**src/rtl/intc_pkg.sv**
```systemverilog
// rtl/intc_pkg.sv - shared constants and state encoding for the interrupt controller
//
// Purpose: register word offsets (selected by Addr[3:2]), FSM state encoding
// and the CLAIM "nothing pending" flag position, shared by int_controller and
// its testbench.
// Ports: none (package).

package intc_pkg;

  localparam logic [1:0] OFF_ENABLE  = 2'd0;
  localparam logic [1:0] OFF_PENDING = 2'd1;
  localparam logic [1:0] OFF_CLAIM   = 2'd2;
  localparam logic [1:0] OFF_EOI     = 2'd3;

  localparam int NONE_BIT = 31;

  typedef enum logic [1:0] {
    IDLE    = 2'd0,
    ASSERT  = 2'd1,
    SERVICE = 2'd2
  } state_t;

endpackage

```
**src/rtl/intc_prio_enc.sv**
```systemverilog
// rtl/intc_prio_enc.sv - combinational priority encoder, lowest index wins
//
// Purpose: returns the index of the lowest set bit of req.
// Ports:
//   req   [N-1:0] in   request vector (bit 0 highest priority)
//   id    [2:0]   out  index of winning request (0 when none)
//   valid         out  1 when any request bit is set

module intc_prio_enc #(
  parameter int N = 6
) (
  input  logic [N-1:0] req,
  output logic [2:0]   id,
  output logic         valid
);

  // Scan from the top down so the lowest set index is the last one written.
  always_comb begin
    id    = 3'd0;
    valid = 1'b0;
    for (int i = N - 1; i >= 0; i--) begin
      if (req[i]) begin
        id    = 3'(i);
        valid = 1'b1;
      end
    end
  end

endmodule

```
**src/rtl/int_controller.sv**
```systemverilog
// rtl/int_controller.sv - memory-mapped interrupt controller with claim/EOI handshake
//
// Purpose: latches rising edges of src_irq into PENDING, masks with ENABLE,
// picks the lowest-index source and drives a registered IRQ. Software claims
// the source (CLAIM write) and finishes with an EOI write carrying the id.
// Build option: INTC_LEVEL_TRIG_EN makes sources level-sensitive (PENDING
// reads the live src_irq, W1C and claim do not clear anything).
// Ports:
//   clk      in   system clock
//   reset    in   synchronous active-high reset
//   Addr     in   bus address, only Addr[3:2] decoded
//   WE       in   write strobe, already address-qualified
//   Din      in   write data
//   Dout     out  read data, combinational on Addr[3:2]
//   src_irq  in   raw interrupt sources, bit 0 highest priority
//   IRQ      out  registered interrupt request

module int_controller
  import intc_pkg::*;
#(
  parameter int          N_SRC     = 6,
  parameter logic [31:0] BASE_ADDR = 32'h0000_7F20
) (
  input  logic             clk,
  input  logic             reset,
  input  logic [31:0]      Addr,
  input  logic             WE,
  input  logic [31:0]      Din,
  output logic [31:0]      Dout,
  input  logic [N_SRC-1:0] src_irq,
  output logic             IRQ
);

  logic [1:0]       reg_off;
  logic [N_SRC-1:0] enable_q;
  logic [N_SRC-1:0] pend_vec;
  logic [N_SRC-1:0] pend_en;
  logic [2:0]       sel_id;
  logic             sel_valid;
  logic             claim_fire;
  state_t           state;
  logic [2:0]       claim_id;
  logic             irq_q;

  // The Bridge owns the full address decode; these bits are deliberately ignored.
  logic unused_bits;
  assign unused_bits = ^{Addr[31:4], Addr[1:0], Din[31:N_SRC], BASE_ADDR};

  assign reg_off = Addr[3:2];
  assign pend_en = pend_vec & enable_q;
  assign IRQ     = irq_q;

  intc_prio_enc #(.N(N_SRC)) u_prio_enc (
    .req   (pend_en),
    .id    (sel_id),
    .valid (sel_valid)
  );

  // A claim only counts while asserting and with something to hand out.
  assign claim_fire = WE && (reg_off == OFF_CLAIM) && (state == ASSERT) && sel_valid;

`ifdef INTC_LEVEL_TRIG_EN
  assign pend_vec = src_irq;
`else
  logic [N_SRC-1:0] pending_q;
  logic [N_SRC-1:0] src_d;
  logic [N_SRC-1:0] w1c_mask;
  logic [N_SRC-1:0] claim_mask;

  assign pend_vec   = pending_q;
  assign w1c_mask   = (WE && (reg_off == OFF_PENDING)) ? Din[N_SRC-1:0] : '0;
  assign claim_mask = claim_fire ? (N_SRC'(1) << sel_id) : '0;

  // New edges are OR-ed in after the clears so a coincident set wins.
  always_ff @(posedge clk) begin
    if (reset) begin
      pending_q <= '0;
      src_d     <= '0;
    end else begin
      src_d     <= src_irq;
      pending_q <= (pending_q & ~w1c_mask & ~claim_mask) | (src_irq & ~src_d);
    end
  end
`endif

  always_ff @(posedge clk) begin
    if (reset) begin
      enable_q <= '0;
    end else if (WE && (reg_off == OFF_ENABLE)) begin
      enable_q <= Din[N_SRC-1:0];
    end
  end

  // IRQ is registered alongside the state so it is high exactly in ASSERT.
  always_ff @(posedge clk) begin
    if (reset) begin
      state    <= IDLE;
      claim_id <= 3'd0;
      irq_q    <= 1'b0;
    end else begin
      case (state)
        IDLE: begin
          if (sel_valid) begin
            state <= ASSERT;
            irq_q <= 1'b1;
          end
        end
        ASSERT: begin
          if (claim_fire) begin
            claim_id <= sel_id;
            state    <= SERVICE;
            irq_q    <= 1'b0;
          end else if (!sel_valid) begin
            state <= IDLE;
            irq_q <= 1'b0;
          end
        end
        SERVICE: begin
          irq_q <= 1'b0;
          if (WE && (reg_off == OFF_EOI) && (Din[2:0] == claim_id)) begin
            state <= IDLE;
          end
        end
        default: begin
          state <= IDLE;
          irq_q <= 1'b0;
        end
      endcase
    end
  end

  always_comb begin
    Dout = 32'd0;
    case (reg_off)
      OFF_ENABLE:  Dout[N_SRC-1:0] = enable_q;
      OFF_PENDING: Dout[N_SRC-1:0] = pend_vec;
      OFF_CLAIM: begin
        if (sel_valid) Dout[2:0] = sel_id;
        else           Dout[NONE_BIT] = 1'b1;
      end
      default: begin
        Dout[9:8] = state;
        Dout[2:0] = claim_id;
      end
    endcase
  end

endmodule

```
**config.mk**
```make
export PLATFORM = sky130hd
export DESIGN_NAME = int_controller
export DESIGN_NICKNAME = d
export VERILOG_FILES = /design/src/rtl/intc_pkg.sv /design/src/rtl/intc_prio_enc.sv /design/src/rtl/int_controller.sv
export SDC_FILE = /design/constraint.sdc
export NUM_CORES = 1
export LEC_CHECK = 0
export ABC_AREA = 1
export ABC_CLOCK_PERIOD_IN_PS = 1900
export BUFFER_PORTS_ARGS = -buffer_cell sky130_fd_sc_hd__buf_2
export CAP_MARGIN = 30
export CORE_MARGIN = 2
export CORE_UTILIZATION = 40
export DETAILED_ROUTE_END_ITERATION = 7
export HOLD_SLACK_MARGIN = 0.02
export PLACE_DENSITY = 0.8
export SETUP_SLACK_MARGIN = 0.2
export SLEW_MARGIN = 20
export SYNTH_ARGS = -nofsm -noshare
export SYNTH_HDL_FRONTEND = slang
export SYNTH_HIERARCHICAL = 1
export SYNTH_SLANG_ARGS = --single-unit
export TNS_END_PERCENT = 100
```
**constraint.sdc**
```tcl
create_clock -name clk -period 1.9 [get_ports clk]
set_input_delay 0.38 -clock clk [delete_from_list [all_inputs] [get_ports clk]]
set_output_delay 0.38 -clock clk [all_outputs]
set_load 0.02 [all_outputs]
```
==> metrics, run 1 <==
arrival time worst endpoint 1530 ps; largest net degree at the start of global routing 14; DRT Wirelength 3.69 mm; startpoint class of the critical path register; Worst Setup Slack, final -7.78 ps; Setup CP Type reg -> out; commonest non-fill, non-tap cell in the layout nand2_1; fin cells 333; sequential fraction of the synthesis area 0.320; layout net count 360; share of cells above drive strength 1 0.407; DRT Pass-1 Iters 5; row cnt 22; pwr/cell area 590 nW/um^2; Avg WL per Cell 11.1 um; CP max-delay cell dfxtp_2; flop and latch count out of synthesis 24; core area 3630 um^2; CTS Buffer Depth 2; Mapped Avg Cell Area 6.34 um^2; Setup violations, final 1; HP Class in -> reg; area fraction of the dominant cell type after synthesis 0.320; warnings from Yosys 6; Tmin final 1910 ps; CP Capture Type output pin; H-tree levels 1; post-route cell area 2000 um^2; Placed Cells 312; number of global-route vias before repair 1334; initial antenna violation count 0; Max stage delay on crit path 340 ps; hold slack final 318 ps; Root Buffer clkbuf_8; VDD IR-drop max 417 uV; io pins 106; Die ar. 4260 um^2; Die Width 65.3 um; antenna cells 0; first-pass GRT wire length 5.58 mm; Netlist cell types 27; top cell type by total area after synthesis dfxtp_1; vias post-DR 1516; Mapped Area 1500 um^2; crit-path leading delay family buffers and inverters; ranking of synthesized cells by area dfxtp_1 (32%), nand2_1 (15%), buf_4 (11%), inv_1 (11%), nor2_1 (5.7%); CP Max Fanout 3; CTS Buf Count 3; gr usage total 0.168; commonest non-fill, non-tap cells in the layout nand2_1 (50), inv_1 (37), conb_1 (23); final antenna-violating net count 0; Buf/Inv on CP 5; ratio of final minimum period to clock period 1.00; GRT overflow 0; worst path required time 1520 ps; Die Span Y 65.3 um; CTS tree done; Post-Syn Instances 237; Tot Pwr 1180 uW; Slew Viols, Final 0; via/cell ratio 4.55; status finished, violations left; clock latency on the worst-skew pair 270 ps; DP Wirelength 2.38 mm; Max Fclk 0.524 GHz; final hold viol count 0; initial DRC count 68; initial core utilization 0.414; Area growth, synth to finish 33.1%; Placement Cell Area 1620 um^2; max-cap viol count 0; CP most frequent cell buf_6; Hold-fix buffers, CTS 0; clk sinks 24; Final GP Congestion 0.811; RSZ-0062 raised after global routing yes; worst clock skew 3.68 ps; final setup TNS -7.78 ps; CP cell instances nand2_2, inv_2, nor2_4, nand4_1, buf_4, buf_6, buf_6, nor2_4, buf_6; DRC 0; Clock transition at path regs 80 ps; port bufs 26; failing checks negative setup slack; Static Leak 0.00108 uW
## synthesized netlist by cell type, drive strengths merged
cell type and instances:
a21oi 9, nor3 3, nand3 17, clkbuf 1
inv 49, a22o 3, dfxtp 24, conb 1
o2111ai 1, nand4 1, nand2 61, clkinv 2
nor2 30, o21ai 9, a22oi 2, buf 24
## routing by layer
layer  vias to the layer above  wire (um)  track usage  part of all wire
met1                       669       1460        0.219              0.40
met2                        67       1850        0.272              0.50
met4                         0        106       0.0729             0.029
li1                        769          -            -                 -
met3                        11        270       0.0291             0.073
met5                         -          0            0                 0
## worst min-delay path: stages
cell and delay [ps]:
buf_2 90, inv_1 40, nor2_1 40
## repair_timing
item                                    4_1_cts  5_1_grt
gates resized for setup                      29       39
pin swaps                                    10       16
endpoints found under the setup margin        4       15
setup buffers                                10        8
## area by class of cell
type,count,area (um^2)
Clock buffer,3,41.3
Multi-Input combinational cell,159,865
Tap cell,48,60.1
Fill cell,372,1630
Inverter,51,200
Timing Repair Buffer,48,339
Sequential cell,24,495
## metrics by stage
stage               setup WS, ps   util
floorplan                    305      -
global placement             219  0.447
detailed placement           191  0.447
CTS                         6.96  0.499
global route               -88.0  0.551
finish                     -7.78  0.551
## power breakdown
part	leakage [uW]	switching (uW)	internal [uW]
Clock	0.0000216	160	142
Combinational	0.000859	191	127
Sequential	0.000202	22.6	537
Total	0.00108	373	806
## cell families (layout without fill, tap and decap cells)
kind of cell           after synthesis  count (layout)  share of synthesized area
DFF                                 24              24                      0.320
other                                1              23                    0.00250
buffers and inverters               76             102                      0.252
AOI/OAI and AO/OA                   24              24                     0.0958
and+or+nand+nor                    112             112                      0.330
## flip-flops by register name, summed over array words and instances, names as in the netlist
| signal | flops |
|---|---|
| IRQ | 1 |
| src_d | 6 |
| state | 2 |
| claim_id | 3 |
| enable_q | 6 |
| pend_vec | 6 |
## worst paths after layout
check | endpoint | startpoint | slack [ps] | cells after the start
max reg2reg | pend_vec[2] | pend_vec[1] | 70 | 15
min reg2reg | pend_vec[0] | src_d[0] | 450 | 3
max | Dout[31] | pend_vec[3] | -8 | 9
min | src_d[1] | src_irq[1] | 320 | 3
No activity file was read; power rests on OpenSTA's default activity.
==> run 2: changes to the inputs <==
--- a/config.mk
+++ b/config.mk
@@ -9,7 +9,6 @@
 export ABC_CLOCK_PERIOD_IN_PS = 1900
 export BUFFER_PORTS_ARGS = -buffer_cell sky130_fd_sc_hd__buf_2
 export CAP_MARGIN = 30
-export CORE_MARGIN = 2
 export CORE_UTILIZATION = 40
 export DETAILED_ROUTE_END_ITERATION = 7
 export HOLD_SLACK_MARGIN = 0.02
@@ -20,4 +19,4 @@
 export SYNTH_HDL_FRONTEND = slang
 export SYNTH_HIERARCHICAL = 1
 export SYNTH_SLANG_ARGS = --single-unit
-export TNS_END_PERCENT = 100
+export TNS_END_PERCENT = 20
==> run 2 against run 1 <==
Against the previous run: critical endpoint is now Dout[0]; utilization decreased by 2.6 points; the run still ends with negative setup slack left; fmax shrank 3.1%; largest power group unchanged; non-clock buffer count fell by 13.
==> metrics, run 2 (synthesis gave the netlist of run 1 again) <==
status finished, violations left; failing checks negative setup slack; initial core utilization 0.433 (+0.0197); via/cell ratio 4.42 (-2.9%); CTS Buffer Depth 2 (unchanged); H-tree levels 1 (unchanged); ratio of final minimum period to clock period 1.04 (+0.0317); # fillers 366 (-1.6%); Clock transition at path regs 90 ps (about the same); Max Fclk 0.508 GHz (-3.1%); setup slack at placement 224 ps (+33.0 ps); final hold viol count 0 (unchanged); Avg WL per Cell 10.3 um (-6.7%); Worst Setup Slack, final -68.1 ps (-60.3 ps); Placement Cell Area 1620 um^2 (-0.15%); arrival time worst endpoint 1590 ps (+60 ps); Layout Utilization 0.524 (-0.0264); DRC 0 (unchanged); Die Width 63.3 um (-3.1%); final antenna-violating net count 0 (unchanged); DP Wirelength 2.32 mm (-2.3%); Slew Viols, Final 0 (unchanged); HP Class in -> reg; CTS tree done; Register Area 495 um^2 (unchanged); Area growth, synth to finish 21.0%; DRT Wirelength 3.29 mm (-11%); first-pass GRT wire length 5.05 mm (-9.5%); Root Buffer clkbuf_8; Die ar. 4010 um^2 (-6.0%); VDD IR-drop max 528 uV (+27%); max-cap viol count 0 (unchanged); GRT overflow 0 (unchanged); Setup CP Type reg -> out; commonest non-fill, non-tap cell in the layout nand2_1; antenna cells 0 (unchanged); Hold-fix buffers, CTS 0 (unchanged); clock latency on the worst-skew pair 270 ps (about the same); hold depth 3 (unchanged); vias post-DR 1410 (-7.0%); initial antenna violation count 0 (unchanged); DRT Pass-1 Iters 4 (-1); pwr/cell area 644 nW/um^2 (+9.3%); CP Capture Type output pin; port bufs 26 (unchanged); post-route cell area 1820 um^2 (-9.1%); io pins 106 (unchanged); number of global-route vias before repair 1242 (-6.9%); CP Max Fanout 3 (unchanged); Setup violations, final 2 (+1); multi-input logic area 793 um^2 (-8.2%); share of cells above drive strength 1 0.326 (-0.0810); RSZ-0062 raised after global routing yes; initial DRC count 56 (-18%); Static Leak 0.000991 uW (-8.4%); worst path required time 1520 ps (about the same); R2R depth 12 (-3); Die Span Y 63.3 um (-3.1%); startpoint class of the critical path register; gr usage total 0.162 (-0.00533); Tmin final 1970 ps (+60.3 ps); commonest non-fill, non-tap cells in the layout nand2_1 (57), inv_1 (37), conb_1 (23); layout net count 347 (-3.6%); row cnt 21 (-4.5%); largest net degree at the start of global routing 14 (unchanged); clk sinks 24 (unchanged); core area 3470 um^2 (-4.5%); worst clock skew 10.2 ps (+6.55 ps); CTS Buf Count 3 (unchanged); Final GP Congestion 0.861 (+6.2%)
## run 2: cell types whose count changed in the layout (fill, tap and decap cells not counted), sizes merged
cell,delta
inv,-1
clkbuf,+1
buf,-13
clkinv,+1
## run 2: power by group
part	switching, uW	internal (uW)	total, uW	leakage [uW]
Combinational	167	86.9	254	0.000760
Clock	172	185	357	0.0000288
Sequential	22.5	537	560	0.000202
Total	362	810	1170	0.000991
## run 2: repair_timing
item / CTS / global route
setup endpoints to repair: 4 / 13
gates resized for setup: 11 / 32
buffers inserted: 2 / 3
gates cloned: 0 / 0
pin swaps: 6 / 10
## run 2: layout make-up
class                      instances  area share
clock buffer                       4      0.0303
inverter                          51       0.109
multi-input combinational        159       0.436
sequential                        24       0.273
tap                               46      0.0317
timing repair buffer              35       0.120
## run 2: worst max-delay path, cell delays in order (launching register included)
cell,delay (ps)
dfxtp_2,340
nand2_2,60
inv_2,50
nor2_4,110
nand4_1,160
nand2_1,130
inv_2,60
a22oi_2,160
nand3_2,100
buf_6,140
## run 2: layer usage
layer | share of wire | wire [um] | vias to the layer above | track usage
met5 | 0 | 0 | - | 0
met4 | 0.0058 | 19 | 0 | 0.0369
met3 | 0.062 | 205 | 2 | 0.0453
met2 | 0.49 | 1620 | 46 | 0.292
met1 | 0.44 | 1450 | 613 | 0.189
li1 | - | - | 749 | -
## run 2: final timing paths
kind / startpoint / end / slack, ps
max: pend_vec[2] / Dout[0] / -70
min: src_irq[2] / src_d[2] / 320
min reg2reg: src_d[5] / pend_vec[5] / 460
max reg2reg: pend_vec[0] / pend_vec[0] / 250
## run 2: metrics by stage
| step | power [uW] | setup TNS (ps) | hold WS, ps | std cells |
|---|---|---|---|---|
| detailed placement | 788 | 0 | 444 | 310 |
| floorplan | 756 | 0 | 429 | 259 |
| finish | 1170 | -116 | 316 | 319 |
| CTS | 1150 | -14.4 | 321 | 316 |
| global route | 1230 | -340 | 321 | 319 |
| global placement | 783 | 0 | 435 | 310 |
